$ cat src/rtl/des_sel_pkg.sv
// Shared types and frame layout for the design-select serial loader.
package des_sel_pkg;

   typedef enum logic [1:0] {
      IDLE   = 2'd0,
      SHIFT  = 2'd1,
      CHECK  = 2'd2,
      SWITCH = 2'd3
   } loader_state_t;

   localparam logic [3:0] CFG_MAGIC      = 4'hA;
   localparam int         CFG_FRAME_BITS = 16;

   localparam int MAGIC_MSB = 15;
   localparam int MAGIC_LSB = 12;
   localparam int HOLD_BIT  = 11;
   localparam int SYNC_BIT  = 10;
   localparam int SEL_MSB   = 9;
   localparam int SEL_LSB   = 4;
   localparam int CSUM_MSB  = 3;
   localparam int CSUM_LSB  = 0;

   // Bit counter saturates here so over-long frames stay distinguishable.
   localparam logic [4:0] CNT_OVF = 5'd17;

   function automatic logic frame_valid(input logic [CFG_FRAME_BITS-1:0] f,
                                        input logic [4:0] n);
      logic [3:0] csum;
      csum = f[15:12] ^ f[11:8] ^ f[7:4];
      return (n == 5'(CFG_FRAME_BITS)) &&
             (f[MAGIC_MSB:MAGIC_LSB] == CFG_MAGIC) &&
             (f[CSUM_MSB:CSUM_LSB] == csum);
   endfunction

endpackage

$ cat src/rtl/pin_sync.sv
// Two-flop synchronizer for an asynchronous pin, plus a history flop for edge detection.
module pin_sync #(
   parameter logic RST_VAL = 1'b0
) (
   input  logic clock,
   input  logic reset,
   input  logic pin_i,
   output logic level_o,
   output logic rise_o,
   output logic fall_o
);

   logic sync1_q, sync2_q, sync3_q;

   always_ff @(posedge clock or negedge reset) begin
      if (!reset) begin
         sync1_q <= RST_VAL;
         sync2_q <= RST_VAL;
         sync3_q <= RST_VAL;
      end else begin
         sync1_q <= pin_i;
         sync2_q <= sync1_q;
         sync3_q <= sync2_q;
      end
   end

   assign level_o = sync2_q;
   assign rise_o  = sync2_q & ~sync3_q;
   assign fall_o  = ~sync2_q & sync3_q;

endmodule

$ cat src/rtl/des_sel_loader.sv
// Serial config front-end: receives csn-framed 16-bit frames, validates them and
// commits design-select controls, then holds a quiesce reset for SWITCH_HOLD cycles.
//
// state  | meaning
// IDLE   | waiting for a csn falling edge
// SHIFT  | shifting bits on sclk rising edges until csn rises
// CHECK  | one cycle: validate count, magic and checksum
// SWITCH | switch_reset high, hold counter running down
module des_sel_loader
   import des_sel_pkg::*;
#(
   parameter int SEL_W       = 6,
   parameter int SWITCH_HOLD = 16,
   parameter int RESET_SEL   = 0
) (
   input  logic             clock,
   input  logic             reset,
   input  logic             cfg_csn_in,
   input  logic             cfg_sclk_in,
   input  logic             cfg_sdata_in,
   output logic [SEL_W-1:0] des_sel,
   output logic             hold_if_not_sel,
   output logic             sync_inputs,
   output logic             switch_reset,
   output logic             cfg_ok,
   output logic             cfg_err,
   output logic             busy
);

   logic csn_lvl, csn_rise, csn_fall;
   logic sclk_lvl, sclk_rise, sclk_fall;
   logic sdat_lvl, sdat_rise, sdat_fall;
   logic unused_sync;

   pin_sync #(.RST_VAL(1'b1)) u_csn (
      .clock(clock), .reset(reset), .pin_i(cfg_csn_in),
      .level_o(csn_lvl), .rise_o(csn_rise), .fall_o(csn_fall)
   );

   pin_sync #(.RST_VAL(1'b0)) u_sclk (
      .clock(clock), .reset(reset), .pin_i(cfg_sclk_in),
      .level_o(sclk_lvl), .rise_o(sclk_rise), .fall_o(sclk_fall)
   );

   pin_sync #(.RST_VAL(1'b0)) u_sdata (
      .clock(clock), .reset(reset), .pin_i(cfg_sdata_in),
      .level_o(sdat_lvl), .rise_o(sdat_rise), .fall_o(sdat_fall)
   );

   assign unused_sync = ^{csn_lvl, sclk_lvl, sclk_fall, sdat_rise, sdat_fall};

   localparam logic [7:0] HOLD_INIT = 8'(SWITCH_HOLD);

   loader_state_t             state_q, state_d;
   logic [CFG_FRAME_BITS-1:0] shreg_q, shreg_d;
   logic [4:0]                bit_cnt_q, bit_cnt_d;
   logic [7:0]                hold_cnt_q, hold_cnt_d;
   logic [SEL_W-1:0]          des_sel_q, des_sel_d;
   logic                      hold_q, hold_d;
   logic                      sync_q, sync_d;
   logic                      swr_q, swr_d;
   logic                      ok_q, ok_d;
   logic                      err_q, err_d;
   logic                      busy_q, busy_d;

   always_ff @(posedge clock or negedge reset) begin
      if (!reset) begin
         state_q    <= IDLE;
         shreg_q    <= '0;
         bit_cnt_q  <= '0;
         hold_cnt_q <= '0;
         des_sel_q  <= SEL_W'(RESET_SEL);
         hold_q     <= 1'b1;
         sync_q     <= 1'b1;
         swr_q      <= 1'b0;
         ok_q       <= 1'b0;
         err_q      <= 1'b0;
         busy_q     <= 1'b0;
      end else begin
         state_q    <= state_d;
         shreg_q    <= shreg_d;
         bit_cnt_q  <= bit_cnt_d;
         hold_cnt_q <= hold_cnt_d;
         des_sel_q  <= des_sel_d;
         hold_q     <= hold_d;
         sync_q     <= sync_d;
         swr_q      <= swr_d;
         ok_q       <= ok_d;
         err_q      <= err_d;
         busy_q     <= busy_d;
      end
   end

   always_comb begin
      state_d    = state_q;
      shreg_d    = shreg_q;
      bit_cnt_d  = bit_cnt_q;
      hold_cnt_d = hold_cnt_q;
      des_sel_d  = des_sel_q;
      hold_d     = hold_q;
      sync_d     = sync_q;
      swr_d      = swr_q;
      ok_d       = 1'b0;
      err_d      = 1'b0;

      case (state_q)
         IDLE: begin
            if (csn_fall) begin
               state_d   = SHIFT;
               shreg_d   = '0;
               bit_cnt_d = '0;
            end
         end
         SHIFT: begin
            // A coincident csn rise still takes the final bit before CHECK.
            if (sclk_rise) begin
               shreg_d = {shreg_q[CFG_FRAME_BITS-2:0], sdat_lvl};
               if (bit_cnt_q != CNT_OVF) bit_cnt_d = bit_cnt_q + 5'd1;
            end
            if (csn_rise) state_d = CHECK;
         end
         CHECK: begin
            if (frame_valid(shreg_q, bit_cnt_q)) begin
               des_sel_d  = SEL_W'(shreg_q[SEL_MSB:SEL_LSB]);
               hold_d     = shreg_q[HOLD_BIT];
               sync_d     = shreg_q[SYNC_BIT];
               ok_d       = 1'b1;
               swr_d      = 1'b1;
               hold_cnt_d = HOLD_INIT;
               state_d    = SWITCH;
            end else begin
               err_d   = 1'b1;
               state_d = IDLE;
            end
         end
         SWITCH: begin
            if (hold_cnt_q == 8'd1) begin
               swr_d   = 1'b0;
               state_d = IDLE;
            end else begin
               hold_cnt_d = hold_cnt_q - 8'd1;
            end
         end
         default: state_d = IDLE;
      endcase

      busy_d = (state_d != IDLE);
   end

   assign des_sel         = des_sel_q;
   assign hold_if_not_sel = hold_q;
   assign sync_inputs     = sync_q;
   assign switch_reset    = swr_q;
   assign cfg_ok          = ok_q;
   assign cfg_err         = err_q;
   assign busy            = busy_q;

endmodule

$ cat config.mk
export PLATFORM = sky130hd
export DESIGN_NAME = des_sel_loader
export DESIGN_NICKNAME = d
export VERILOG_FILES = /design/src/rtl/des_sel_pkg.sv /design/src/rtl/pin_sync.sv /design/src/rtl/des_sel_loader.sv
export SDC_FILE = /design/constraint.sdc
export NUM_CORES = 1
export LEC_CHECK = 0
export BUFFER_PORTS_ARGS = -buffer_cell sky130_fd_sc_hd__clkbuf_2
export CAP_MARGIN = 20
export CORE_ASPECT_RATIO = 1.25
export CORE_MARGIN = 5
export CORE_UTILIZATION = 59
export DETAILED_ROUTE_END_ITERATION = 7
export PLACE_DENSITY = 0.78
export SLEW_MARGIN = 0
export SYNTH_ARGS = -nofsm -noshare
export SYNTH_HDL_FRONTEND = slang
export SYNTH_SLANG_ARGS = --single-unit
$ cat constraint.sdc
create_clock -name clock -period 2.85 [get_ports clock]
set_clock_uncertainty 0.2 [all_clocks]
set_input_delay 0.285 -clock clock [delete_from_list [all_inputs] [get_ports clock]]
set_output_delay 0.285 -clock clock [all_outputs]
set_load 0.02 [all_outputs]
# ---- Word level (Yosys, flattened, before mapping)
# Index checks and enable logic that the tools add are counted.
dict set report word_totals {
  out_inout_bits 12
  register_bits 51
  elab_cells 76
  input_bits 5
}
dict set report op_classes {
  reduce_logical 11
  add_sub_neg 2
  bitwise 8
  muxes 22
  n_eq_ne 14
}
# cell n
set op_table {}
lappend op_table {{two-way mux 16 bit} 2}
lappend op_table {{one-hot mux 16 bit (2 select lines)} 1}
lappend op_table {{two-way mux 8 bit} 2}
lappend op_table {{one-hot mux 8 bit (2 select lines)} 1}
lappend op_table {{two-way mux 5 bit} 3}
lappend op_table {{inequality test 2 bit, second input constant} 6}
lappend op_table {{one-hot mux 5 bit (2 select lines)} 1}
lappend op_table {{AND reduction 3 bit} 3}
lappend op_table {{equality test 8 x 1 -> 1 bit, second input constant} 1}
lappend op_table {{two-way mux 2 bit} 4}
lappend op_table {{one-hot mux 2 bit (4 select lines)} 1}
lappend op_table {{subtractor 8 x 1 -> 8 bit, second input constant} 1}
lappend op_table {{bitwise XOR 4 bit} 2}
lappend op_table {{two-way mux 1 bit} 6}
lappend op_table {{nonzero test 2 bit} 3}
lappend op_table {{adder 5 x 1 -> 5 bit, second input constant} 1}
lappend op_table {{equality test 5 bit, second input constant} 1}
lappend op_table {{inequality test 5 bit, second input constant} 1}
lappend op_table {{equality test 2 bit, second input constant} 2}
lappend op_table {{equality test 4 bit} 1}
lappend op_table {{equality test 4 bit, second input constant} 1}
lappend op_table {{AND reduction 4 bit} 1}
lappend op_table {{AND 1 bit} 3}
lappend op_table {{NOT 1 bit} 3}
lappend op_table {{5 further kinds} 6}

# ---- Depth between registers and ports, before layout
# Gate-level depths: netlist of run 1.
dict set report logic_depth {
  depth_word 7
  ltp_mapped 7
  depth_no_buf 7
}

# ---- Cells and area by module
# A second synthesis of run 1 with hierarchy kept.
dict set report hier_totals {
  cells_unflattened 191
  area_unflattened_um2 2322.2
}
# module n_inst seq_area_each_um2 cells_per_inst area_each_um2
set modules_own_cells {}
lappend modules_own_cells {des_sel_loader 1 1078.5 176 2048.2}
lappend modules_own_cells {{pin_sync at u_sclk ...} 2 75.1 5 90.1}
lappend modules_own_cells {{pin_sync at u_csn} 1 78.8 5 93.8}

# ---- Worst setup path before layout of run 1
# No wires, ideal clock.
dict set report synth_timing {
  path_type {register -> register}
  from {register shreg_q[10]}
  to {register des_sel_q[3], in the netlist des_sel[3]}
  period_less_slack_ns 2.039
  path_buffers 1
  required_ns 2.525
  setup_ns 0.125
  path_stages_with_launch 7
  setup_slack_ns 0.811
  t_arrival_ns 1.714
  cell_sequence {dfrtp_1 -> xnor2_1 -> xnor2_1 -> nand4_2 -> nor3_4 -> buf_6 -> mux2_4}
}
dict set report synth_between {
  elab_chain_len 5
}
# item line_no
set synth_rtl {}
lappend synth_rtl {{from (decl)} des_sel_loader.sv:55} ;# logic [CFG_FRAME_BITS-1:0] shreg_q, shreg_d;
lappend synth_rtl {{from (signal assigned)} des_sel_loader.sv:81} ;# shreg_q <= shreg_d;
lappend synth_rtl {{bitwise XOR 4 bit (2 in series)} des_sel_pkg.sv:29} ;# csum = f[15:12] ^ f[11:8] ^ f[7:4];
lappend synth_rtl {{equality test 4 bit} des_sel_pkg.sv:32} ;# (f[CSUM_MSB:CSUM_LSB] == csum);
lappend synth_rtl {{logical AND 1 bit} des_sel_pkg.sv:31} ;# (f[MAGIC_MSB:MAGIC_LSB] == CFG_MAGIC) &&
lappend synth_rtl {{AND reduction 2 bit (no source line)} -}
lappend synth_rtl {{to (signal assigned)} des_sel_loader.sv:72} ;# des_sel_q <= SEL_W'(RESET_SEL);
lappend synth_rtl {{to (signal assigned)} des_sel_loader.sv:84} ;# des_sel_q <= des_sel_d;
lappend synth_rtl {{to (decl)} des_sel_loader.sv:58} ;# logic [SEL_W-1:0] des_sel_q, des_sel_d;
# No other way between the ends.
# A chain may end at the register's enable or synchronous reset.

# ---- Worst setup path after layout of run 1
dict set report layout_timing {
  from {register shreg_q[5]}
  to {register des_sel_q[0], in the netlist des_sel[0]}
}
dict set report layout_between {
  elab_chain_len 4
}
# item line_no
set layout_rtl {}
lappend layout_rtl {{bitwise XOR 4 bit} des_sel_pkg.sv:29}
lappend layout_rtl {{equality test 4 bit} des_sel_pkg.sv:32}
lappend layout_rtl {{logical AND 1 bit} des_sel_pkg.sv:31}
lappend layout_rtl {{AND reduction 2 bit (no source line)} -}
# No other way between the ends.

==> run metrics, run 1 <==
DIE AREA roughly 5200 sq um; Initial Utilization 0.601; Worst-Margin Slew 664 ps; Setup TNS 0 ps; die width 65.3 um; global route overflow 0; Final Max Slew Viols 0; Post-DRT Antenna Nets 0; pwr/cell area between 700 and 800 nW/um^2; initial antenna violation count 0; vias per std cell roughly 5.5; Post-CTS Setup Bufs 0; sequential area share after synthesis 0.568; CP peak stage delay around 500 ps; Max Cap Viol 0; Commonest cells post-synth dfrtp_1 (46), nand2_1 (42), o21ai_0 (21), nor2_1 (13), xnor2_1 (11); P&R area growth vs syn 10.9%; post-synthesis cell type count 36; largest area contributor in the netlist dfrtp_1; DR vias around 1,500; synth top area cells dfrtp_1 (51%), nand2_1 (7.0%), dfstp_2 (5.8%), o21ai_0 (4.7%), xnor2_1 (4.3%); Clock Latency Late Sink 300 ps; layout cells sized above 1 0.190; final setup fails 0; crit-path cells xor2_1 -> xnor2_1 -> nand2_1 -> nor3_4 -> mux2_2; WP depth 5; CTS tree built; most common cell in the netlist dfrtp_1; Worst slew margin 0.557; peak supply drop 0.533 mV; gr usage total 0.180; FMAX between 400 and 500 MHz; Fin. Hold Viols 0; routed wire length about 4000 um; first-pass GRT wire length ~7000 um; fraction of registers with async set/reset 1.00; clock sink count 51; routability cong. between 0.8 and 0.9; num rows 25; First-pass DRT Iterations 4; Ports 17; Synth Register Bits 51; Synth Flop Type dfrtp_1; Post-Syn Instances between 200 and 250; Hold Path Depth 0; nets@finish 241; n_diodes 0; H-Tree Level Count 2; largest net degree at the start of global routing 52; crit path max fanout 10; post-synthesis average cell area between 10 and 15 sq um; crit path capture type flip-flop; Leakage 1.16 nW; starting DRC count in detailed routing 115; TritonCTS buffer count 5; CP Class reg -> reg; Reg2Reg Depth 5; I/O Buffers 16; Tmin final 2240 ps; CP max stage cell nor3_4; share of the synthesized area in the top cell type 0.510; RSZ-0062 raised after global routing false; DIE HEIGHT ~80 um; DRC 0; number of global-route vias before repair ~1,500; status finished clean; clk buf depth 2; hpwl dp 2720 um; routed length per instance about 15 um; CTS root buffer clkbuf_8; synthesized area 2260 sq um; worst path bufs/invs 0; period utilization 0.785; post-cts resize count 0; fin cells 272; YS warnings 0; Syn Nets 219; EDFF count, synth 0; Largest delay share family, worst path simple AND/OR/NAND/NOR gates; clk slew on worst S/H paths about 100 ps; Critical Path AT about 2200 ps; CORE AREA 3750 sq um; Hold Path Class reg -> reg; Placed Cells 260; Worst EP required 2850 ps; Worst setup SP type flip-flop
flip-flops by register name, summed over array words and instances (netlist names), 2 cells and up:
register and flops:
shreg_q 16, hold_cnt_q 8, bit_cnt_q 5, state_q 2
des_sel 6
path summary, 6_finish.rpt:
path,start,endpoint,slack [ps]
setup / recovery,shreg_q[5],des_sel[0],610
max in group asynchronous,reset,hold_cnt_q[1],1630
hold reg to reg,u_sdata.sync1_q,u_sdata.level_o,160
min in group asynchronous,reset,state_q[0],410
hold / removal,u_sdata.sync1_q,u_sdata.level_o,160
setup reg to reg,shreg_q[5],des_sel[0],610
area by class of cell:
type                    instances  area, sq um
flip-flops and latches         51         1280
fillers                       288         1250
multi-input cells             145          917
repair buffers                 23          143
clock buffers                   5         68.8
well taps                      40         50.0
clock inverters                 3         22.5
inverters                       5         18.8
per-layer routing:
layer  part of all wire  GRT usage
met2               0.52      0.310
met1               0.44      0.213
met3              0.033     0.0523
met5                  0          0
met4              0.015     0.0581
cells in the final DEF (no fill, tap or decap), types with 2 or more instances in the layout:
master | synthesis | routed
dlygate4sd3_1 | 0 | 4
nand2_1 | 42 | 42
inv_1 | 5 | 5
nor3_1 | 4 | 4
dfstp_2 | 5 | 5
clkbuf_2 | 0 | 16
clkbuf_8 | 0 | 5
nand3_1 | 3 | 3
buf_4 | 0 | 3
nand2b_1 | 3 | 3
a21oi_1 | 2 | 2
o21ai_0 | 21 | 21
nand4_1 | 2 | 2
nor2_1 | 13 | 13
nor3b_1 | 4 | 4
inv_6 | 0 | 2
dfrtp_1 | 46 | 46
xor2_1 | 9 | 9
xnor2_1 | 11 | 11
mux2_2 | 7 | 7
nor4_1 | 2 | 2
ha_1 | 5 | 5
or3_1 | 2 | 2
report_power, final:
part           internal, W  switching [W]  leakage (nW)  total, W
clock             0.000178       0.000249        0.0489  0.000428
combinational     0.000189       0.000277         0.450  0.000466
sequential        0.000851       0.000147         0.661  0.000998
metrics by stage:
stage | hold slack (ps) | utilization | total power, W | setup WS (ps) | instance area, sq um
2_1_floorplan | -211 | - | 0.00135 | 811 | 2260
4_1_cts | 160 | 0.667 | 0.00191 | 589 | 2500
6_report | 156 | 0.667 | 0.00189 | 612 | 2500
5_1_grt | 175 | 0.667 | 0.00202 | 509 | 2500
3_3_place_gp | 133 | 0.632 | 0.00145 | 700 | 2370
3_5_place_dp | 136 | 0.632 | 0.00147 | 670 | 2370
kinds of logic (layout without fill, tap and decap cells):
logic type	Yosys count	count (layout)	share of synthesized area
compound gates	29	29	0.0726
fa+ha+maj	5	5	0.0277
xor+xnor	20	20	0.0776
mux	8	8	0.0416
flops	51	51	0.568
simple gates	83	83	0.187
buf+inv	13	36	0.0255
what timing repair did:
item / in CTS / in global routing
setup endpoints to repair: 0 / 0
hold buffers: 4 / 0
hold endpoints to repair: 49 / 0
Note: power is estimated with default switching activity, not from simulation.
==> run 2: changes to the inputs <==
--- a/config.mk
+++ b/config.mk
@@ -9,9 +9,9 @@
 export CAP_MARGIN = 20
 export CORE_ASPECT_RATIO = 1.25
 export CORE_MARGIN = 5
-export CORE_UTILIZATION = 59
+export CORE_UTILIZATION = 53
 export DETAILED_ROUTE_END_ITERATION = 7
-export PLACE_DENSITY = 0.78
+export PLACE_DENSITY = 0.74
 export SLEW_MARGIN = 0
 export SYNTH_ARGS = -nofsm -noshare
 export SYNTH_HDL_FRONTEND = slang
==> constraint.sdc (replaced) <==
create_clock -name clock -period 1.9 [get_ports clock]
set_clock_uncertainty 0.2 [all_clocks]
set_input_delay 0.19 -clock clock [delete_from_list [all_inputs] [get_ports clock]]
set_output_delay 0.19 -clock clock [all_outputs]
set_load 0.02 [all_outputs]
==> run 2 against run 1 <==
Compared with the run above:
- the flow now finishes with violations (negative setup slack)
- combinational power grew 140%
- final cell count grew 20%
- register-to-register slack lost 630 ps
- wire length grew 11%
- critical path depth grew 1
- setup slack lost 630 ps
- hold slack lost 6.6 ps
- die area grew 9.7%
- total power grew 77%
- sequential share of layout area shrank 7.8 points
- critical endpoint is now state_q[0]
- largest power group unchanged
- highest routed layer unchanged
==> run metrics, run 2 (synthesis results as in run 1) <==
status finished, violations left; failing checks negative setup slack; Tmin final 1910 ps (-324 ps); I/O Buffers 16 (unchanged); Worst EP required 1930 ps (-920 ps); initial antenna violation count 0 (unchanged); Leakage 1.42 nW (+22%); CTS tree built; crit-path most repeated cell xnor2_1; largest net degree at the start of global routing 33 (-37%); CP peak stage delay 440 ps (-50 ps); most frequent cells in the layout dfrtp_1 (46), nand2_1 (39), buf_4 (37); TritonCTS buffer count 5 (unchanged); final instance area 2950 sq um (+18%); crit path capture type flip-flop; H-Tree Level Count 2 (unchanged); First-pass DRT Iterations 4 (unchanged); DRC 0 (unchanged); clk buf depth 2 (unchanged); peak supply drop 0.564 mV (+5.9%); CP Class reg -> reg; Ports 17 (unchanged); WHS 149 ps (-6.59 ps); CP max stage cell dfrtp_1; crit path max fanout 4 (-6); Worst setup SP type flip-flop; period utilization 1.01 (+0.222); pwr/cell area 1130 nW/um^2 (+50%); CORE AREA 4100 sq um (+9.2%); largest register by flop count shreg_q; commonest non-fill, non-tap cell in the layout dfrtp_1; Max Cap Viol 0 (unchanged); hpwl dp 2950 um (+8.2%); Reg2Reg Setup Slack -10 ps (-630 ps); Power Total 0.00335 W (+77%); # fillers 299 (+3.8%); first-pass GRT wire length 7590 um (+7.8%); starting DRC count in detailed routing 94 (-18%); register area 1280 sq um (unchanged); Placed Area 2660 sq um (+12%); Final Max Slew Viols 0 (unchanged); num rows 26 (+4.0%); vias per std cell 5.06 (-7.4%); clk slew on worst S/H paths 90 ps (about the same); FMAX 522 MHz (+17%); CTS root buffer clkbuf_8; number of global-route vias before repair 1,656 (+9.2%); Post-DRT Antenna Nets 0 (unchanged); Fin. Hold Viols 0 (unchanged); wire length on met3 148 um (+11%); final setup fails 7 (+7); Reg2Reg Launch Point shreg_q[14]; Reg2Reg Depth 6 (+1); n_diodes 0 (unchanged); routed length per instance 13.6 um (-7.1%); clock sink count 51 (unchanged); global route overflow 0 (unchanged); max FFs per register 16 (unchanged); crit-path cells xnor2_1 -> xnor2_1 -> nand4_2 -> buf_4 -> o311a_4 -> nor3_1; Critical Path AT 1940 ps (-290 ps); Worst slew margin 0.711 (+0.154); die width 68.4 um (+4.7%); Initial Utilization 0.551 (-0.0507); Worst-Margin Slew 433 ps (-231 ps); nets@finish 279 (+16%); gr usage total 0.175 (-0.00513); DIE HEIGHT 83.0 um (+4.8%); metal2 WL 2230 um (+9.0%); routed wire length 4430 um (+11%); DR top layer met4; Worst Slack Setup Final -14.4 ps (-626 ps); Clock Latency Late Sink 300 ps (about the same); DR vias 1,650 (+11%); multi-input logic area 1000 sq um (+9.5%); routability cong. 0.729 (-13%); M1 wire length 1940 um (+12%); Setup TNS -43.6 ps (-43.6 ps); r2r endpoint state_q[0]; DIE AREA 5670 sq um (+9.7%); RSZ-0062 raised after global routing true; P&R area growth vs syn 30.9%; layout cells sized above 1 0.352 (+0.162); Hold Path Class in -> async
run 2: routing by layer:
layer / track usage / up-vias
li1: - / 819
met1: 0.219 / 797
met2: 0.279 / 24
met3: 0.0473 / 10
met4: 0.0687 / 0
met5: 0 / -
run 2: power by group:
part | internal (W) | total (W) | switching, W
sequential | 0.00128 | 0.00145 | 0.000174
clock | 0.000426 | 0.000765 | 0.000339
combinational | 0.000546 | 0.00113 | 0.000583
run 2: final cells by class:
type | count | area share
Sequential cell | 51 | 0.434
Multi-Input combinational cell | 145 | 0.340
Timing Repair Buffer | 61 | 0.156
Clock buffer | 6 | 0.0280
Tap cell | 56 | 0.0237
Clock inverter | 2 | 0.0119
Inverter | 5 | 0.00635
run 2: timing repair:
action | CTS | global route
setup buffers | 2 | 3
resized for setup | 8 | 14
endpoints found under the hold margin | 37 | 0
pin swaps | 3 | 6
endpoints found under the setup margin | 11 | 17
hold buffers | 4 | 0
run 2: how the worst max path moves through the flow:
stage                        startpoint            end  slack (ps)  cells past startpoint
after floorplan              shreg_q[3]     des_sel[3]        -110                      6
after global placement    hold_cnt_q[0]  hold_cnt_q[4]          -9                      6
after detailed placement    shreg_q[10]     des_sel[0]         -50                      6
after CTS                   shreg_q[10]     des_sel[2]         -50                      6
after global routing         shreg_q[5]     des_sel[0]        -100                      6
final                       shreg_q[14]     state_q[0]         -10                      6
run 2: critical path, delay by kind of cell, from the launching register on:
family                 cells  cell delay (ps)
AO/OA/AOI/OAI              1              380
XOR/XNOR                   2              330
AND/OR/NAND/NOR            2              310
flip-flops                 1              440
buffers and inverters      1              180
run 2: stage by stage:
stage / util / setup slack (ps) / cells
3_3_place_gp: 0.650 / -8.77 / 309
4_1_cts: 0.701 / -51.9 / 323
5_1_grt: 0.721 / -99.6 / 326
6_report: 0.721 / -14.4 / 326
3_5_place_dp: 0.650 / -52.5 / 309
2_1_floorplan: - / -111 / 209
==> run 3: changes to the inputs <==
--- a/config.mk
+++ b/config.mk
@@ -7,7 +7,7 @@
 export LEC_CHECK = 0
 export BUFFER_PORTS_ARGS = -buffer_cell sky130_fd_sc_hd__clkbuf_2
 export CAP_MARGIN = 20
-export CORE_ASPECT_RATIO = 1.25
+export CORE_ASPECT_RATIO = 0.5
 export CORE_MARGIN = 5
 export CORE_UTILIZATION = 53
 export DETAILED_ROUTE_END_ITERATION = 7
==> run 3 against run 2 <==
Compared with the run above:
- the run still ends with negative setup slack left
- clock-buffer cell count unchanged
- critical path depth unchanged
- sequential share of layout area up 1.1 points
- global-route usage down 1.2 points
- critical endpoint is now des_sel[1]
==> run metrics, run 3 (synthesis results as in run 1) <==
status finished, violations left; failing checks negative setup slack; most frequent cells in the layout dfrtp_1 (46), nand2_1 (41), buf_4 (30); clk buf depth 2 (unchanged); routability cong. 0.803 (+10%); clk slew on worst S/H paths 90 ps (about the same); WHS 142 ps (-7.20 ps); layout cells sized above 1 0.324 (-0.0274); period utilization 1.02 (+0.0164); Reg2Reg Depth 6 (unchanged); starting DRC count in detailed routing 43 (-54%); TritonCTS buffer count 5 (unchanged); multi-input logic area 1010 sq um (+0.50%); Leakage 1.35 nW (-4.9%); CP peak stage delay 440 ps (about the same); Initial Utilization 0.564 (+0.0131); Ports 17 (unchanged); routed wire length 4480 um (+1.3%); CP Class reg -> reg; die width 102 um (+50%); crit-path most repeated cell xnor2_1; max FFs per register 16 (unchanged); FMAX 514 MHz (-1.6%); Hold Path Class in -> async; CP max stage cell dfrtp_1; Reg2Reg Setup Slack -50 ps (-30 ps); CORE AREA 4000 sq um (-2.3%); num rows 16 (-38%); RSZ-0062 raised after global routing true; initial antenna violation count 0 (unchanged); global route overflow 0 (unchanged); # fillers 298 (-0.33%); gr usage total 0.162 (-0.0122); r2r endpoint des_sel[1]; Post-DRT Antenna Nets 0 (unchanged); vias per std cell 5.17 (+2.2%); crit-path cells xnor2_1 -> xnor2_1 -> nand4_2 -> nor3_4 -> buf_12 -> mux2_4; hpwl dp 3090 um (+5.0%); Reg2Reg Launch Point shreg_q[10]; Worst EP required 1890 ps (-40 ps); Worst setup SP type flip-flop; crit path max fanout 8 (+4); DIE HEIGHT 56.1 um (-32%); peak supply drop 0.559 mV (-1.0%); clock sink count 51 (unchanged); nets@finish 271 (-2.9%); first-pass GRT wire length 7280 um (-4.1%); Worst Slack Setup Final -45.5 ps (-31.1 ps); routed length per instance 14.2 um (+4.5%); Placed Cells 302 (-2.3%); DRC 0 (unchanged); Tmin final 1950 ps (+31.1 ps); CTS tree built; Worst-Margin Slew 391 ps (-41.8 ps); Largest delay share family, worst path flip-flops; dpl ws -36.6 ps (+15.9 ps); Max Cap Viol 0 (unchanged); DR vias 1,634 (-0.97%); Worst slew margin 0.739 (+0.0279); final setup fails 9 (+2); H-Tree Level Count 2 (unchanged); I/O Buffers 16 (unchanged); Clock Latency Late Sink 300 ps (about the same); fin cells 316 (-3.1%); Final Max Slew Viols 0 (unchanged); crit path capture type flip-flop; Fin. Hold Viols 0 (unchanged); First-pass DRT Iterations 4 (unchanged); number of global-route vias before repair 1,573 (-5.0%); CTS root buffer clkbuf_8; largest register by flop count shreg_q; commonest non-fill, non-tap cell in the layout dfrtp_1; worst path bufs/invs 1 (unchanged); register area 1280 sq um (unchanged); Setup TNS -337 ps (-293 ps); largest net degree at the start of global routing 33 (unchanged); DIE AREA 5740 sq um (+1.3%); pwr/cell area 1150 nW/um^2 (+1.6%); P&R area growth vs syn 27.8%; Critical Path AT 1940 ps (about the same); n_diodes 0 (unchanged)
==> run 3: changes by cell type in the layout (fill, tap and decap cells not counted), sizes merged <==
cell,change
buf,-8
==> run 3: per-stage QoR <==
step / total power [W] / instance area [sq um] / utilization
floorplan: 0.00202 / 2260 / -
global placement: 0.00236 / 2610 / 0.652
detailed placement: 0.00241 / 2610 / 0.652
CTS: 0.00318 / 2770 / 0.693
global route: 0.00352 / 2880 / 0.720
finish: 0.00332 / 2880 / 0.720
==> run 3: worst max-delay path by stage <==
| stage | startpoint | endpoint | slack, ps | cells after the start |
|---|---|---|---|---|
| after floorplan | shreg_q[3] | des_sel[3] | -110 | 6 |
| after global placement | shreg_q[6] | des_sel[5] | 10 | 6 |
| final | shreg_q[10] | des_sel[1] | -50 | 6 |
| after global routing | shreg_q[10] | des_sel[5] | -110 | 6 |
| after detailed placement | shreg_q[10] | des_sel[1] | -40 | 6 |
| after CTS | shreg_q[10] | des_sel[5] | -70 | 6 |
==> run 3: cell type report <==
class,count,area share
well taps,54,0.0234
multi-input cells,145,0.350
flip-flops and latches,51,0.445
repair buffers,53,0.134
clock inverters,2,0.0121
clock buffers,6,0.0286
inverters,5,0.00651
==> run 3: layer usage <==
metal	global-route usage	routed length, um
met1	0.218	2030
met2	0.263	2300
met3	0.0375	126
met4	0.0449	28
met5	0	0
==> run 3: repair_timing <==
item,in CTS,in global routing
buffers inserted,0,3
resized for setup,1,19
pin swaps,3,4
setup endpoints to repair,10,14
endpoints found under the hold margin,17,0
hold buffers,4,0
==> run 3: report_power, final <==
| part | internal, W | total (W) | switching [W] |
|---|---|---|---|
| sequential | 0.00128 | 0.00147 | 0.000189 |
| clock | 0.000426 | 0.000775 | 0.000349 |
| combinational | 0.000515 | 0.00108 | 0.000562 |
| total | 0.00222 | 0.00332 | 0.00110 |
